File: src/rtl/ref_loader.sv
// Reference-memory row loader: streams rows into X banks, one row per accepted beat.
// Optional build macro REF_LOADER_PIXEL_REVERSE_EN reverses pixel order within each row.
module ref_loader #(
  parameter int PIXEL  = 8,
  parameter int X      = 32,
  parameter int ADDR_W = 7
) (
  input  logic                  clk,
  input  logic                  rst_n,
  input  logic                  start,
  input  logic [ADDR_W-1:0]     base_addr,
  input  logic [11:0]           row_count,
  input  logic [X*PIXEL-1:0]    pix_in,
  input  logic                  pix_valid,
  output logic                  pix_ready,
  output logic [X*PIXEL-1:0]    ref_input,
  output logic [X-1:0]          Bank_sel,
  output logic [X*ADDR_W-1:0]   write_address_all,
  output logic                  busy,
  output logic                  done
);

  localparam int BW = $clog2(X);

  typedef enum logic [1:0] {IDLE, LOAD, DONE} state_t;

  state_t              state, state_nxt;
  logic [ADDR_W-1:0]   base_q;
  logic [11:0]         rows_q;
  logic [11:0]         row_idx;

  logic                vld_p0;
  logic                last_p0;
  logic [BW-1:0]       bank_p0;
  logic [ADDR_W-1:0]   addr_p0;
  logic [X-1:0]        sel_p0;
  logic [X*ADDR_W-1:0] wa_p0;

  function automatic logic [X*PIXEL-1:0] pixel_order(input logic [X*PIXEL-1:0] d);
`ifdef REF_LOADER_PIXEL_REVERSE_EN
    logic [X*PIXEL-1:0] r;
    for (int k = 0; k < X; k++) r[k*PIXEL +: PIXEL] = d[(X-1-k)*PIXEL +: PIXEL];
    return r;
`else
    return d;
`endif
  endfunction

  // stage p0: beat acceptance and bank/address decode of the current row index
  assign vld_p0  = pix_valid && (state == LOAD);
  assign last_p0 = (row_idx == rows_q - 12'd1);
  assign bank_p0 = row_idx[BW-1:0];
  assign addr_p0 = base_q + ADDR_W'(row_idx >> BW);

  always_comb begin
    sel_p0 = '0;
    wa_p0  = '0;
    for (int b = 0; b < X; b++) begin
      if (bank_p0 == BW'(b)) begin
        sel_p0[b]                   = 1'b1;
        wa_p0[b*ADDR_W +: ADDR_W]   = addr_p0;
      end
    end
  end

  always_comb begin
    state_nxt = state;
    pix_ready = 1'b0;
    busy      = 1'b1;
    done      = 1'b0;
    case (state)
      IDLE: begin
        busy = 1'b0;
        if (start) state_nxt = (row_count == '0) ? DONE : LOAD;
      end
      LOAD: begin
        pix_ready = 1'b1;
        if (vld_p0 && last_p0) state_nxt = DONE;
      end
      DONE: begin
        done      = 1'b1;
        state_nxt = IDLE;
      end
      default: state_nxt = IDLE;
    endcase
  end

  always_ff @(posedge clk or negedge rst_n) begin
    if (!rst_n) begin
      state   <= IDLE;
      base_q  <= '0;
      rows_q  <= '0;
      row_idx <= '0;
    end else begin
      state <= state_nxt;
      if (state == IDLE && start) begin
        base_q  <= base_addr;
        rows_q  <= row_count;
        row_idx <= '0;
      end else if (vld_p0) begin
        row_idx <= row_idx + 12'd1;
      end
    end
  end

  // stage p1: registered bank write; enables and addresses clear on idle cycles
  always_ff @(posedge clk or negedge rst_n) begin
    if (!rst_n) begin
      ref_input         <= '0;
      Bank_sel          <= '0;
      write_address_all <= '0;
    end else if (vld_p0) begin
      ref_input         <= pixel_order(pix_in);
      Bank_sel          <= sel_p0;
      write_address_all <= wa_p0;
    end else begin
      Bank_sel          <= '0;
      write_address_all <= '0;
    end
  end

endmodule

File: config.mk
export PLATFORM = sky130hd
export DESIGN_NAME = ref_loader
export DESIGN_NICKNAME = d
export VERILOG_FILES = /design/src/rtl/ref_loader.sv
export SDC_FILE = /design/constraint.sdc
export NUM_CORES = 1
export LEC_CHECK = 0
export ABC_AREA = 0
export CELL_PAD_IN_SITES_DETAIL_PLACEMENT = 1
export CELL_PAD_IN_SITES_GLOBAL_PLACEMENT = 1
export CORE_AREA = 2 2 308 310
export DETAILED_ROUTE_END_ITERATION = 8
export DIE_AREA = 0 0 310 312
export PLACE_DENSITY_LB_ADDON = 0.1
export RECOVER_POWER = 100
export SYNTH_ARGS = -nofsm -noshare
export SYNTH_HDL_FRONTEND = slang
export SYNTH_SLANG_ARGS = --single-unit
File: constraint.sdc
create_clock -name clk -period 3.3 [get_ports clk]
set_input_delay 0.825 -clock clk [delete_from_list [all_inputs] [get_ports clk]]
set_output_delay 0.825 -clock clk [all_outputs]
set_load 0.02 [all_outputs]
==> impl_metrics.toml <==
[clock_network]
cts.htree.levels = 3
clk_pin_slew_worst_paths_ps = 60
clockRootBuffer = "clkbuf_16"
cts_buffers = 69
clk_latency_ps = 620
cts_tree = "built"
clockBufferDepth = 3
post_cts_buffers = 0
clock_sinks = 545
cts_resized = 0
cts_hold_buf = 0

[layout]
syn2layout_area_growth_pct = 61.3
utilization = 0.336
final_cell_area_sq_um = 31300
layout_commonest_cell = "nand2_1"
final_nets = 2976
fillCellCount = 10400
drive_gt1_frac = 0.0552
layout_common_cells = "nand2_1 (814), dfrtp_1 (545), dlygate4sd3_1 (515)"

[floorplan]
die_area_sq_um = 96700
start_util = 0.208
rows = 112
die_height_microns = 312
fp.dieW_microns = 310
ios = 794
core-area_sq_um = 93000

[global_route]
use_met1 = 0.197
top_usage_layer = "met2"
grt-ovfl-total = 0
grt_start_max_net_pins = 139
grt_pass1_wl_microns = 125000
grt_usage = 0.176
antenna_found_initial = 17
use_met3 = 0.0632
grt_pass1_vias = 17700
use_met2 = 0.306

[detailed_routing]
viasPerCell = 4.05
drc = 0
wirelength_microns = 86400
first_pass_iters = 4
ant_nets = 0
vias = 16200
wl_per_cell_microns = 21.6
drt_iter0_markers = 594

[worst_setup_path]
critPathCaptureType = "register"
criticalPathCategory = "register to register"
start_kind = "register"
required_ps = 3740
crit_chain = "ha_1 > fa_1 > a21o_1 > a21oi_1 > xnor2_2 > clkbuf_2 > nor2_1"
path_delay_family = "buffers and inverters"
critPathSlowestCell = "clkbuf_2"
r2r_slack_ps = 330
r2r_cells = 7
cp.arrival_ps = 3410
r2r-start = "row_idx[5]"
cpPeakStageDelay_ps = 880
regToRegEndpoint = "write_address_all[81]"
critPathMaxFanout = 32
crit_buf_inv = 1

[placed_design]
post-place-ws_ps = 498
dp.final_hpwl_microns = 63600
portBuffers = 793
gp_congestion = 0.787
dpl-instance-area_sq_um = 29100

[min_path]
min_from = "ref_input[250]"
whs_path_depth = 2
min_to = "ref_input[250]"
hp-class = "register to register"

[synthesis]
synth_mux_area_frac = 0.0103
synthCells = 1874
syn_area_per_cell_sq_um = 10.4
synth-compound-area-share = 0.00748
seq_area_frac_synth = 0.703
synth_top_family_by_area = "simple AND/OR/NAND/NOR gates"
ys_seq_elements = 545
synth-adder-area-share = 0.00942
synthDistinctLibCells = 41
syn_nets = 2167
yosys.area_share.simple = 0.229
synth.cell_area_sq_um = 19400
synth_xor_area_frac = 0.0131
yosysWarnings = 0

[status]
status = "finished, violations left"
violations = "max-capacitance violations, max-slew violations"

[sta]
final_hold_viol_count = 0
setup_tns_ps = 0
setup_viol = 0
fmaxAchievable_mhz = 336
final.min_clock_period_ps = 2970
slew_viol_final = 204
skew_ps = 27.7
finalCritPeriodShare = 0.901
rsz0062_at_grt = "false"
tightest_slew_ps = 2030
layout_setup_ws_ps = 326
slew_headroom = -0.351

[job]
cap_violations = 2

[power_and_ir_drop]
irDropWorstVdd_uv = 330
p_leak_nw = 16.2
p_per_area_nw_per_um2 = 811
finalPower_w = 0.0254
logic make-up after synthesis:
kind of cell               count (synthesis)
xor gates and xnor gates                  29
buffers and inverters                    141
AOI/OAI and AO/OA                         23
and+or+nand+nor                         1104
adders and majority gates                 14
DFF                                      545
muxes                                     18
metal layers:
metal | share of wire | vias to the layer above | wire [microns]
li1 | - | 7392 | -
met3 | 0.087 | 117 | 7510
met2 | 0.51 | 552 | 44000
met5 | 0.0012 | - | 103
met1 | 0.38 | 8120 | 32500
met4 | 0.027 | 16 | 2360
flip-flops by register name (all words and copies together) (netlist names):
name	cells
Bank_sel	32
state	2
ref_input	256
base_q	7
row_idx	12
write_address_all	224
rows_q	12
worst max path at each step:
stage	slack, ps	cells past startpoint	to	startpoint
floorplan	650	6	state[0]	rows_q[3]
global placement	540	6	ref_input[105]	pix_valid
detailed placement	500	6	state[0]	pix_valid
CTS	320	2	pix_ready	state[0]
global route	170	7	write_address_all[81]	row_idx[5]
finish	330	7	write_address_all[81]	row_idx[5]
worst reg2reg max path, cell delays in order, from the launching register on:
cell	delay, ps
dfrtp_1	480
ha_1	260
fa_1	430
a21o_1	180
a21oi_1	260
xnor2_2	140
clkbuf_2	880
nor2_1	190
final cells by class:
class / count / area [sq um] / share of cell area
tap: 1254 / 1570 / 0.0501
multi-input combinational: 1188 / 5280 / 0.169
timing repair buffer: 837 / 8290 / 0.265
clock buffer: 96 / 2000 / 0.0639
antenna: 8 / 20.0 / 0.000640
clock inverter: 27 / 340 / 0.0109
inverter: 42 / 158 / 0.00504
sequential: 545 / 13600 / 0.436
cell usage after synthesis, drive strengths merged:
cell,count,area (sq um)
o21bai,2,15.0
ha,13,163
o31ai,1,7.51
mux2,16,180
nor3,9,45.0
xor2,11,96.3
fa,1,20.0
nand3,4,20.0
nor2,176,661
or3,3,18.8
o21ai,6,30.0
and3,62,388
a22o,2,17.5
dfrtp,545,13600
a21o,2,15.0
or3b,1,8.76
a211oi,1,7.51
nor4b,1,8.76
buf,1,3.75
and4bb,1,12.5
and3b,1,8.76
a21oi,7,35.0
or4,4,37.5
xnor2,18,158
nand2,815,3060
a311oi,2,17.5
or2,2,12.5
nand3b,3,22.5
nor2b,2,12.5
nor4,9,62.6
nand2b,3,18.8
and2,5,31.3
nand4,3,18.8
mux2i,2,20.0
inv,42,158
clkbuf,98,368
power by group:
group / internal (W) / total, W / leakage, nW / switching [W]
combinational: 0.00305 / 0.00861 / 7.97 / 0.00557
clock: 0.00479 / 0.00783 / 1.17 / 0.00304
sequential: 0.00808 / 0.00895 / 7.10 / 0.000865
total: 0.0159 / 0.0254 / 16.2 / 0.00947
stage by stage:
| step | std cells | hold slack (ps) |
|---|---|---|
| after floorplan | 1874 | 465 |
| after CTS | 3989 | 170 |
| after global routing | 3996 | 488 |
| final | 3997 | 466 |
| after detailed placement | 3866 | 463 |
| after global placement | 3866 | 456 |
Power figures use the tool's default switching activity.
